$ cat config.mk
export PLATFORM = sky130hd
export DESIGN_NAME = md_seq_flat
export DESIGN_NICKNAME = d
export VERILOG_FILES = /design/src/rtl/md_pkg.sv /design/src/rtl/md_seq_if.sv /design/src/rtl/md_addsub.sv /design/src/rtl/md_seq.sv /design/src/flat_wrapper.sv
export SDC_FILE = /design/constraint.sdc
export NUM_CORES = 1
export LEC_CHECK = 0
export BUFFER_PORTS_ARGS = -buffer_cell sky130_fd_sc_hd__buf_2
export CAP_MARGIN = 40
export CORE_ASPECT_RATIO = 1.5
export CORE_UTILIZATION = 30
export DETAILED_ROUTE_END_ITERATION = 8
export PLACE_DENSITY = 0.52
export SLEW_MARGIN = 20
export SYNTH_ARGS = -nofsm -noshare
export SYNTH_HDL_FRONTEND = slang
export SYNTH_SLANG_ARGS = --single-unit
$ cat constraint.sdc
create_clock -name iClk -period 6.3 [get_ports iClk]
set_input_delay 0.63 -clock iClk [delete_from_list [all_inputs] [get_ports iClk]]
set_output_delay 0.63 -clock iClk [all_outputs]
set_load 0.1 [all_outputs]
$ cat src/rtl/md_pkg.sv
// ---------------------------------------------------------------------------
// md_pkg
// Shared types and constants for the multiply/divide sequencer.
//   mdOp_t    : operation codes carried on iOp (MULT, MULTU, DIV, DIVU)
//   mdState_t : sequencer states (IDLE, PREP, RUN, FIX, DONE)
//   ALU_ADD / ALU_SUB : function codes for the shared adder/subtractor;
//                       bit 0 selects subtraction
//   opIsDiv / opIsSigned : decode helpers for an mdOp_t
// ---------------------------------------------------------------------------
package md_pkg;

    typedef enum logic [1:0] {
        MD_MULT  = 2'b00,
        MD_MULTU = 2'b01,
        MD_DIV   = 2'b10,
        MD_DIVU  = 2'b11
    } mdOp_t;

    typedef enum logic [2:0] {
        IDLE,
        PREP,
        RUN,
        FIX,
        DONE
    } mdState_t;

    localparam logic [5:0] ALU_ADD = 6'b000000;
    localparam logic [5:0] ALU_SUB = 6'b000001;

    function automatic logic opIsDiv(input mdOp_t op);
        return (op == MD_DIV) || (op == MD_DIVU);
    endfunction

    function automatic logic opIsSigned(input mdOp_t op);
        return (op == MD_MULT) || (op == MD_DIV);
    endfunction

endpackage

$ cat src/rtl/md_seq_if.sv
// ---------------------------------------------------------------------------
// md_seq_if
// Request/result bundle between decode/EX and the multiply/divide sequencer.
//   iStart, iOp, iA, iB   : launch an operation (sampled when the unit is idle)
//   iWrHi, iWrLo, iWData  : MTHI / MTLO writes (honoured only when idle)
//   oBusy                 : unit is not idle; decode stalls on it
//   oDone                 : one-cycle completion pulse
//   oDivZero              : sticky flag, last divide had a zero divisor
//   oHi, oLo              : architectural HI / LO registers
// Modports: master = requester (decode/EX), slave = md_seq.
// ---------------------------------------------------------------------------
interface md_seq_if
    import md_pkg::*;
#(
    parameter int WIDTH = 32
);
    logic             iStart;
    mdOp_t            iOp;
    logic [WIDTH-1:0] iA;
    logic [WIDTH-1:0] iB;
    logic             iWrHi;
    logic             iWrLo;
    logic [WIDTH-1:0] iWData;
    logic             oBusy;
    logic             oDone;
    logic             oDivZero;
    logic [WIDTH-1:0] oHi;
    logic [WIDTH-1:0] oLo;

    modport master (
        output iStart, iOp, iA, iB, iWrHi, iWrLo, iWData,
        input  oBusy, oDone, oDivZero, oHi, oLo
    );

    modport slave (
        input  iStart, iOp, iA, iB, iWrHi, iWrLo, iWData,
        output oBusy, oDone, oDivZero, oHi, oLo
    );

endinterface

$ cat src/rtl/md_addsub.sv
// ---------------------------------------------------------------------------
// md_addsub
// Combinational WIDTH-bit adder/subtractor shared by the multiply accumulate
// step and the divide trial subtraction.
//   iX, iY : operands
//   iSub   : 0 -> oS = iX + iY, 1 -> oS = iX - iY (modulo 2^WIDTH)
//   oS     : result
// ---------------------------------------------------------------------------
module md_addsub #(
    parameter int WIDTH = 33
) (
    input  logic [WIDTH-1:0] iX,
    input  logic [WIDTH-1:0] iY,
    input  logic             iSub,
    output logic [WIDTH-1:0] oS
);

    assign oS = iSub ? (iX - iY) : (iX + iY);

endmodule

$ cat src/rtl/md_seq.sv
// ---------------------------------------------------------------------------
// md_seq
// Multi-cycle multiply/divide sequencer holding the architectural HI/LO pair.
// MULT/MULTU use a WIDTH-step shift-add loop, DIV/DIVU a WIDTH-step restoring
// divide; signed operations run on magnitudes and fix the sign at the end.
//   iClk : clock, all state changes on the rising edge
//   iRst : synchronous active-high reset; abandons any operation in flight
//   bus  : md_seq_if.slave -- start/operands, MTHI/MTLO, busy/done/HI/LO
// Sequence: IDLE -> PREP -> RUN (WIDTH cycles) -> FIX -> DONE -> IDLE.
// A zero divisor short-cuts PREP -> DONE with HI=dividend, LO=all-ones.
// ---------------------------------------------------------------------------
module md_seq
    import md_pkg::*;
#(
    parameter int WIDTH = 32
) (
    input logic     iClk,
    input logic     iRst,
    md_seq_if.slave bus
);

    localparam int CW = $clog2(WIDTH);

    // FSM
    mdState_t state;
    mdState_t stateNext;
    logic     busy;
    logic     done;

    // Architectural / control state (reset)
    logic [WIDTH-1:0] hiReg;
    logic [WIDTH-1:0] loReg;
    logic             divZero;
    logic [CW-1:0]    cnt;

    // Operation scratch state (not reset)
    mdOp_t            opReg;
    logic [WIDTH-1:0] aReg;     // raw A, then |A| (multiplicand)
    logic [WIDTH-1:0] bReg;     // raw B, then |B| (divisor)
    logic [WIDTH:0]   accReg;   // mult: partial-product high half; div: remainder
    logic [WIDTH-1:0] shReg;    // mult: multiplier / product low; div: quotient
    logic             negQuo;   // product or quotient must be negated
    logic             negRem;   // remainder must be negated

    // Datapath
    logic             isDiv;
    logic             isSigned;
    logic             aNeg;
    logic             bNeg;
    logic [WIDTH-1:0] aMag;
    logic [WIDTH-1:0] bMag;
    logic             divByZero;
    logic [WIDTH:0]   divShift;
    logic [WIDTH:0]   addX;
    logic [WIDTH:0]   addY;
    logic [WIDTH:0]   addS;
    logic             addSub;
    logic [WIDTH:0]   accNext;
    logic [WIDTH-1:0] shNext;
    logic [2*WIDTH-1:0] prodRaw;
    logic [2*WIDTH-1:0] prodFix;
    logic [WIDTH-1:0] quoFix;
    logic [WIDTH-1:0] remFix;

    // ------------------------------------------------------------------
    // Operand preparation (valid in PREP while aReg/bReg hold raw inputs)
    // ------------------------------------------------------------------
    assign isDiv     = opIsDiv(opReg);
    assign isSigned  = opIsSigned(opReg);
    assign aNeg      = isSigned & aReg[WIDTH-1];
    assign bNeg      = isSigned & bReg[WIDTH-1];
    assign aMag      = aNeg ? -aReg : aReg;
    assign bMag      = bNeg ? -bReg : bReg;
    assign divByZero = isDiv && (bReg == '0);

    // ------------------------------------------------------------------
    // One iteration. Multiply adds the multiplicand when the current
    // multiplier bit is set; divide subtracts the divisor from the
    // left-shifted remainder and keeps the result only if it is not negative.
    // ------------------------------------------------------------------
    assign divShift = {accReg[WIDTH-1:0], shReg[WIDTH-1]};
    assign addX     = isDiv ? divShift : accReg;
    assign addY     = {1'b0, isDiv ? bReg : (shReg[0] ? aReg : '0)};
    assign addSub   = isDiv ? ALU_SUB[0] : ALU_ADD[0];

    md_addsub #(
        .WIDTH (WIDTH + 1)
    ) uAddSub (
        .iX   (addX),
        .iY   (addY),
        .iSub (addSub),
        .oS   (addS)
    );

    always_comb begin
        // NOTE: every signal assigned in a combinational block gets a default
        // first, so no path leaves it unassigned and no latch is inferred.
        accNext = {1'b0, addS[WIDTH:1]};
        shNext  = {addS[0], shReg[WIDTH-1:1]};
        if (isDiv) begin
            if (addS[WIDTH]) begin
                // Trial went negative: restore the shifted remainder.
                accNext = divShift;
                shNext  = {shReg[WIDTH-2:0], 1'b0};
            end else begin
                accNext = addS;
                shNext  = {shReg[WIDTH-2:0], 1'b1};
            end
        end
    end

    // ------------------------------------------------------------------
    // Sign fix-up of the magnitude results
    // ------------------------------------------------------------------
    assign prodRaw = {accReg[WIDTH-1:0], shReg};
    assign prodFix = negQuo ? -prodRaw : prodRaw;
    assign quoFix  = negQuo ? -shReg : shReg;
    assign remFix  = negRem ? -accReg[WIDTH-1:0] : accReg[WIDTH-1:0];

    // ------------------------------------------------------------------
    // FSM
    // ------------------------------------------------------------------
    always_ff @(posedge iClk) begin
        // NOTE: sequential state uses non-blocking assignment so every
        // register samples pre-edge values regardless of block ordering.
        if (iRst) begin
            state <= IDLE;
        end else begin
            state <= stateNext;
        end
    end

    always_comb begin
        stateNext = state;
        busy      = 1'b1;
        done      = 1'b0;
        case (state)
            IDLE: begin
                busy = 1'b0;
                if (bus.iStart) begin
                    stateNext = PREP;
                end
            end
            PREP: begin
                stateNext = divByZero ? DONE : RUN;
            end
            RUN: begin
                if (cnt == '0) begin
                    stateNext = FIX;
                end
            end
            FIX: begin
                stateNext = DONE;
            end
            DONE: begin
                done      = 1'b1;
                stateNext = IDLE;
            end
            default: begin
                stateNext = IDLE;
            end
        endcase
    end

    // ------------------------------------------------------------------
    // Architectural HI/LO, sticky divide-by-zero flag, iteration counter.
    // HI/LO change only by MTHI/MTLO in IDLE or by the final FIX / zero
    // divisor write, so oHi/oLo never expose partial results.
    // ------------------------------------------------------------------
    always_ff @(posedge iClk) begin
        if (iRst) begin
            hiReg   <= '0;
            loReg   <= '0;
            divZero <= 1'b0;
            cnt     <= '0;
        end else begin
            case (state)
                IDLE: begin
                    if (bus.iStart) begin
                        divZero <= 1'b0;
                    end else begin
                        if (bus.iWrHi) hiReg <= bus.iWData;
                        if (bus.iWrLo) loReg <= bus.iWData;
                    end
                end
                PREP: begin
                    cnt <= CW'(WIDTH - 1);
                    if (divByZero) begin
                        hiReg   <= aReg;
                        loReg   <= '1;
                        divZero <= 1'b1;
                    end
                end
                RUN: begin
                    if (cnt != '0) begin
                        cnt <= cnt - 1'b1;
                    end
                end
                FIX: begin
                    if (isDiv) begin
                        hiReg <= remFix;
                        loReg <= quoFix;
                    end else begin
                        hiReg <= prodFix[2*WIDTH-1:WIDTH];
                        loReg <= prodFix[WIDTH-1:0];
                    end
                end
                default: ;
            endcase
        end
    end

    // ------------------------------------------------------------------
    // Operation scratch registers.
    // NOTE: these are always loaded before use (accept in IDLE, then PREP),
    // so they carry no reset; only state visible outside is reset.
    // ------------------------------------------------------------------
    always_ff @(posedge iClk) begin
        case (state)
            IDLE: begin
                if (bus.iStart) begin
                    opReg <= bus.iOp;
                    aReg  <= bus.iA;
                    bReg  <= bus.iB;
                end
            end
            PREP: begin
                aReg   <= aMag;
                bReg   <= bMag;
                negQuo <= aNeg ^ bNeg;
                negRem <= aNeg;
                accReg <= '0;
                shReg  <= isDiv ? aMag : bMag;
            end
            RUN: begin
                accReg <= accNext;
                shReg  <= shNext;
            end
            default: ;
        endcase
    end

    assign bus.oBusy    = busy;
    assign bus.oDone    = done;
    assign bus.oDivZero = divZero;
    assign bus.oHi      = hiReg;
    assign bus.oLo      = loReg;

endmodule

$ cat src/flat_wrapper.sv
// flat-port wrapper written by rule: the top's interface ports become plain ports
module md_seq_flat import md_pkg::*;
#(
    parameter int WIDTH = 32
)
  (iClk, iRst, bus_iStart, bus_iOp, bus_iA, bus_iB, bus_iWrHi, bus_iWrLo, bus_iWData, bus_oBusy, bus_oDone, bus_oDivZero, bus_oHi, bus_oLo);
  md_seq_if #(.WIDTH(WIDTH)) bus_i ();
  input logic iClk;
  input logic iRst;
  input wire logic [$bits(bus_i.iStart)-1:0] bus_iStart;
  input wire logic [$bits(bus_i.iOp)-1:0] bus_iOp;
  input wire logic [$bits(bus_i.iA)-1:0] bus_iA;
  input wire logic [$bits(bus_i.iB)-1:0] bus_iB;
  input wire logic [$bits(bus_i.iWrHi)-1:0] bus_iWrHi;
  input wire logic [$bits(bus_i.iWrLo)-1:0] bus_iWrLo;
  input wire logic [$bits(bus_i.iWData)-1:0] bus_iWData;
  output wire logic [$bits(bus_i.oBusy)-1:0] bus_oBusy;
  output wire logic [$bits(bus_i.oDone)-1:0] bus_oDone;
  output wire logic [$bits(bus_i.oDivZero)-1:0] bus_oDivZero;
  output wire logic [$bits(bus_i.oHi)-1:0] bus_oHi;
  output wire logic [$bits(bus_i.oLo)-1:0] bus_oLo;
  assign bus_i.iStart = bus_iStart;
  assign bus_i.iOp = bus_iOp;
  assign bus_i.iA = bus_iA;
  assign bus_i.iB = bus_iB;
  assign bus_i.iWrHi = bus_iWrHi;
  assign bus_i.iWrLo = bus_iWrLo;
  assign bus_i.iWData = bus_iWData;
  assign bus_oBusy = bus_i.oBusy;
  assign bus_oDone = bus_i.oDone;
  assign bus_oDivZero = bus_i.oDivZero;
  assign bus_oHi = bus_i.oHi;
  assign bus_oLo = bus_i.oLo;
  md_seq #(.WIDTH(WIDTH)) u_core (.iClk(iClk), .iRst(iRst), .bus(bus_i));
endmodule
==> metrics.md <==
| Metric | Value |
|---|---|
| Status | `completed` |
| Post-route ant nets | `0` |
| Arr. time, crit path | `6.10 ns` |
| Starting density of the core | `30.4%` |
| Post-CTS setup buffer count | `0` |
| Flop pwr share | `29.1%` |
| Design Power | `9290 uW` |
| Reg clk slew, reported paths | `0.08 ns` |
| Post-cts resize count | `0` |
| Hold-fix buffers at CTS | `0` |
| Slew headroom | `43.7%` |
| Via count | `15500` |
| Crit path time final | `5.82 ns` |
| Avg Cell Area, Syn | `8.34 um2` |
| Synth warn | `0` |
| Pins Over Slew Limit | `0` |
| Post-Route Utilization | `35.1%` |
| Count leader, synth | `nand2_1` |
| Min-Delay Path Class | `in2reg` |
| Clock Path Buffers | `3` |
| CP Capture Type | `register` |
| Syn_nets | `2064` |
| Die area | `54300 um2` |
| Pre-Repair DR Iteration Count | `5` |
| Asr flop ratio synth | `0%` |
| CP required | `6.57 ns` |
| TritonCTS buffer count | `23` |
| Startpoint types | `register` |
| # clock sinks | `206` |
| Switching Share | `51.0%` |
| Setup CP Type | `reg2reg` |
| Yosys top cell area share | `24.9%` |
| Crit Path Max Fanout | `55` |
| Largest net degree at the start of global routing | `72` |
| Nets | `2175` |
| Total global routing overflow | `0` |
| Post-DP HPWL | `54900 um` |
| Sequential area share after synthesis | `34.1%` |
| RSZ-0062 raised after global routing | `false` |
| Synth area leader | `edfxtp_1` |
| Post-synth top flop | `edfxtp_1` |
| Port Buf Inserts | `169` |
| CTS tree | `done` |
| Final setup fails | `0` |
| Post-synth EDFFs | `133` |
| WL final | `69100 um` |
| P_sw | `4730 uW` |
| DRT iter0 DRCs | `1260` |
| First-pass GRT wire length | `100000 um` |
| Clk_skew | `0.0190 ns` |
| Period Utilization, post-route | `92.4%` |
| Htree depth | `1` |
| Worst skew pair latency | `0.57 ns` |
| Std cell rows | `103` |
| Vias per cell | `5.67` |
| Max VDD drop | `0.000291 V` |
| Standard cell core area | `52700 um2` |
| All-Layer GR Usage | `25.0%` |
| Clock group share of total power | `15.7%` |
| Max Cap Viol | `0` |
| # DRC | `0` |
| Fmax | `172 MHz` |
| IO Pins | `170` |
| Die width | `191 um` |
| Power density cells | `502 nW/um2` |
| Die height | `285 um` |
| Synth Instances | `1920` |
| Vias in the first global route | `15100` |
| Post-synthesis sequential element count | `206` |
| Gate power share | `55.2%` |
| Routed wire length per instance | `25.3 um` |
| P&R area growth vs syn | `15.5%` |
| Initial antenna violation count | `3` |
| Final hold violations | `0` |
| Leakage | `0.00720 uW` |
| Clock root cell | `clkbuf_16` |
| Top post-synthesis cells by area | `edfxtp_1 25%, dfxtp_1 9.1%, nand2_1 8.3%` |
| Ratio of cells with drive above 1 in the final layout | `17.5%` |
| Commonest cells in the netlist | `352 x nand2_1, 161 x nor2_1, 133 x edfxtp_1` |
| Setup TNS Final | `0 ns` |
| Pint | `4550 uW` |
| Slew @ Worst Pin | `0.845 ns` |
| Synth unique cells | `80` |
| Cell area after synthesis | `16000 um2` |
| RePlAce Congestion | `0.972` |
| Reg2reg setup slack | `0.48 ns` |
==> path summary, 6_finish.rpt <==
| check | endpoint | cells after the start | start |
|---|---|---|---|
| worst min-delay path | u_core.opReg[0] | 1 | bus_iOp[0] |
| worst min register to register | u_core.bus.oLo[12] | 2 | u_core.bus.oLo[12] |
| worst max-delay path | u_core.accReg[29] | 20 | u_core.opReg[1] |
| worst max register to register | u_core.accReg[29] | 20 | u_core.opReg[1] |
==> stage by stage <==
stage          std cells  setup slack [ns]  hold WS (ns)  cell area [um2]
3_3_place_gp        2677             0.328         0.442            17500
2_1_floorplan       1920             0.333         0.468            16000
5_1_grt             2730            0.0865         0.225            18500
4_1_cts             2729             0.291         0.219            18500
3_5_place_dp        2687             0.337         0.445            17700
6_report            2732             0.478         0.231            18500
==> cell families (layout without fill, tap and decap cells) <==
group	Yosys count	in the layout	share of synthesized area (%)
adders and majority gates	41	41	3.25
other	0	2	0
and+or+nand+nor	751	751	21.2
xor gates and xnor gates	171	171	9.47
muxes	86	86	7.99
DFF	206	206	34.1
AOI/OAI and AO/OA	487	487	19.5
buffers and inverters	178	306	4.49
==> per-layer routing <==
layer,part of all wire (%),global-route usage [%],up-vias
met2,50,44.1,668
met3,5.5,3.05,187
li1,-,-,7224
met1,37,27.5,7419
met5,0,0,-
met4,8.0,18.2,0
==> flip-flops by register name, summed over array words and instances (netlist names) <==
register / flops
u_core.opReg: 2
u_core.bus.oDivZero: 1
u_core.bReg: 32
u_core.shReg: 32
u_core.negQuo: 1
u_core.aReg: 32
u_core.cnt: 5
u_core.accReg: 33
u_core.bus.oHi: 32
u_core.negRem: 1
u_core.bus.oLo: 32
u_core.state: 3
==> worst max-delay path, stage by stage (launching register included) <==
cell,delay [ns]
edfxtp_1,0.48
clkinv_1,0.10
buf_4,0.53
o22a_1,0.25
o21ai_0,0.19
nor4_1,0.44
nand2_1,0.26
nor2_1,0.19
xor2_1,0.15
a21boi_0,0.12
ha_1,0.39
a21o_1,0.17
a21o_1,0.18
a2111oi_0,0.50
o2bb2ai_1,0.19
a311oi_1,0.30
o21bai_2,0.16
xor2_4,0.35
buf_12,0.25
mux2i_1,0.21
a211oi_1,0.10
==> cells in the final DEF (no fill, tap or decap), types with 6 or more instances in the layout <==
cell type	instances
nand2_1	351
buf_2	171
nor2_1	161
edfxtp_1	133
o21ai_0	127
a21oi_1	116
xnor2_1	99
dfxtp_1	73
xor2_1	71
nor3_1	62
buf_4	48
a211oi_1	41
ha_1	40
inv_1	35
mux2_2	34
mux4_2	30
nand3_1	29
o221ai_1	29
clkbuf_16	25
a31oi_1	24
mux2i_1	22
nor4_1	21
a21o_1	21
o31ai_1	19
or3_1	18
nand2b_1	14
o22ai_1	13
nor2b_1	13
o21a_1	12
and3_1	12
and2_1	12
nand4_1	11
or4_1	10
o41ai_1	10
o21ai_1	8
o2111ai_1	6
a21boi_0	6
a2111oi_0	6
==> power by group through the flow <==
stage          clock [uW]  sequential [uW]  combinational [uW]
3_5_place_dp            0             2710                5090
5_1_grt              1520             2730                5500
6_report             1450             2700                5130
3_3_place_gp            0             2710                5010
4_1_cts              1470             2680                5110
2_1_floorplan           0             2880                3150
==> area by class of cell <==
class | count | area, um2
tap | 682 | 853
sequential | 206 | 5460
clock inverter | 7 | 87.6
inverter | 37 | 139
timing repair buffer | 227 | 1360
antenna | 2 | 5.00
clock buffer | 35 | 707
multi-input combinational | 1536 | 9890
fill | 5492 | 34200
(Power assumes the default switching activity.)
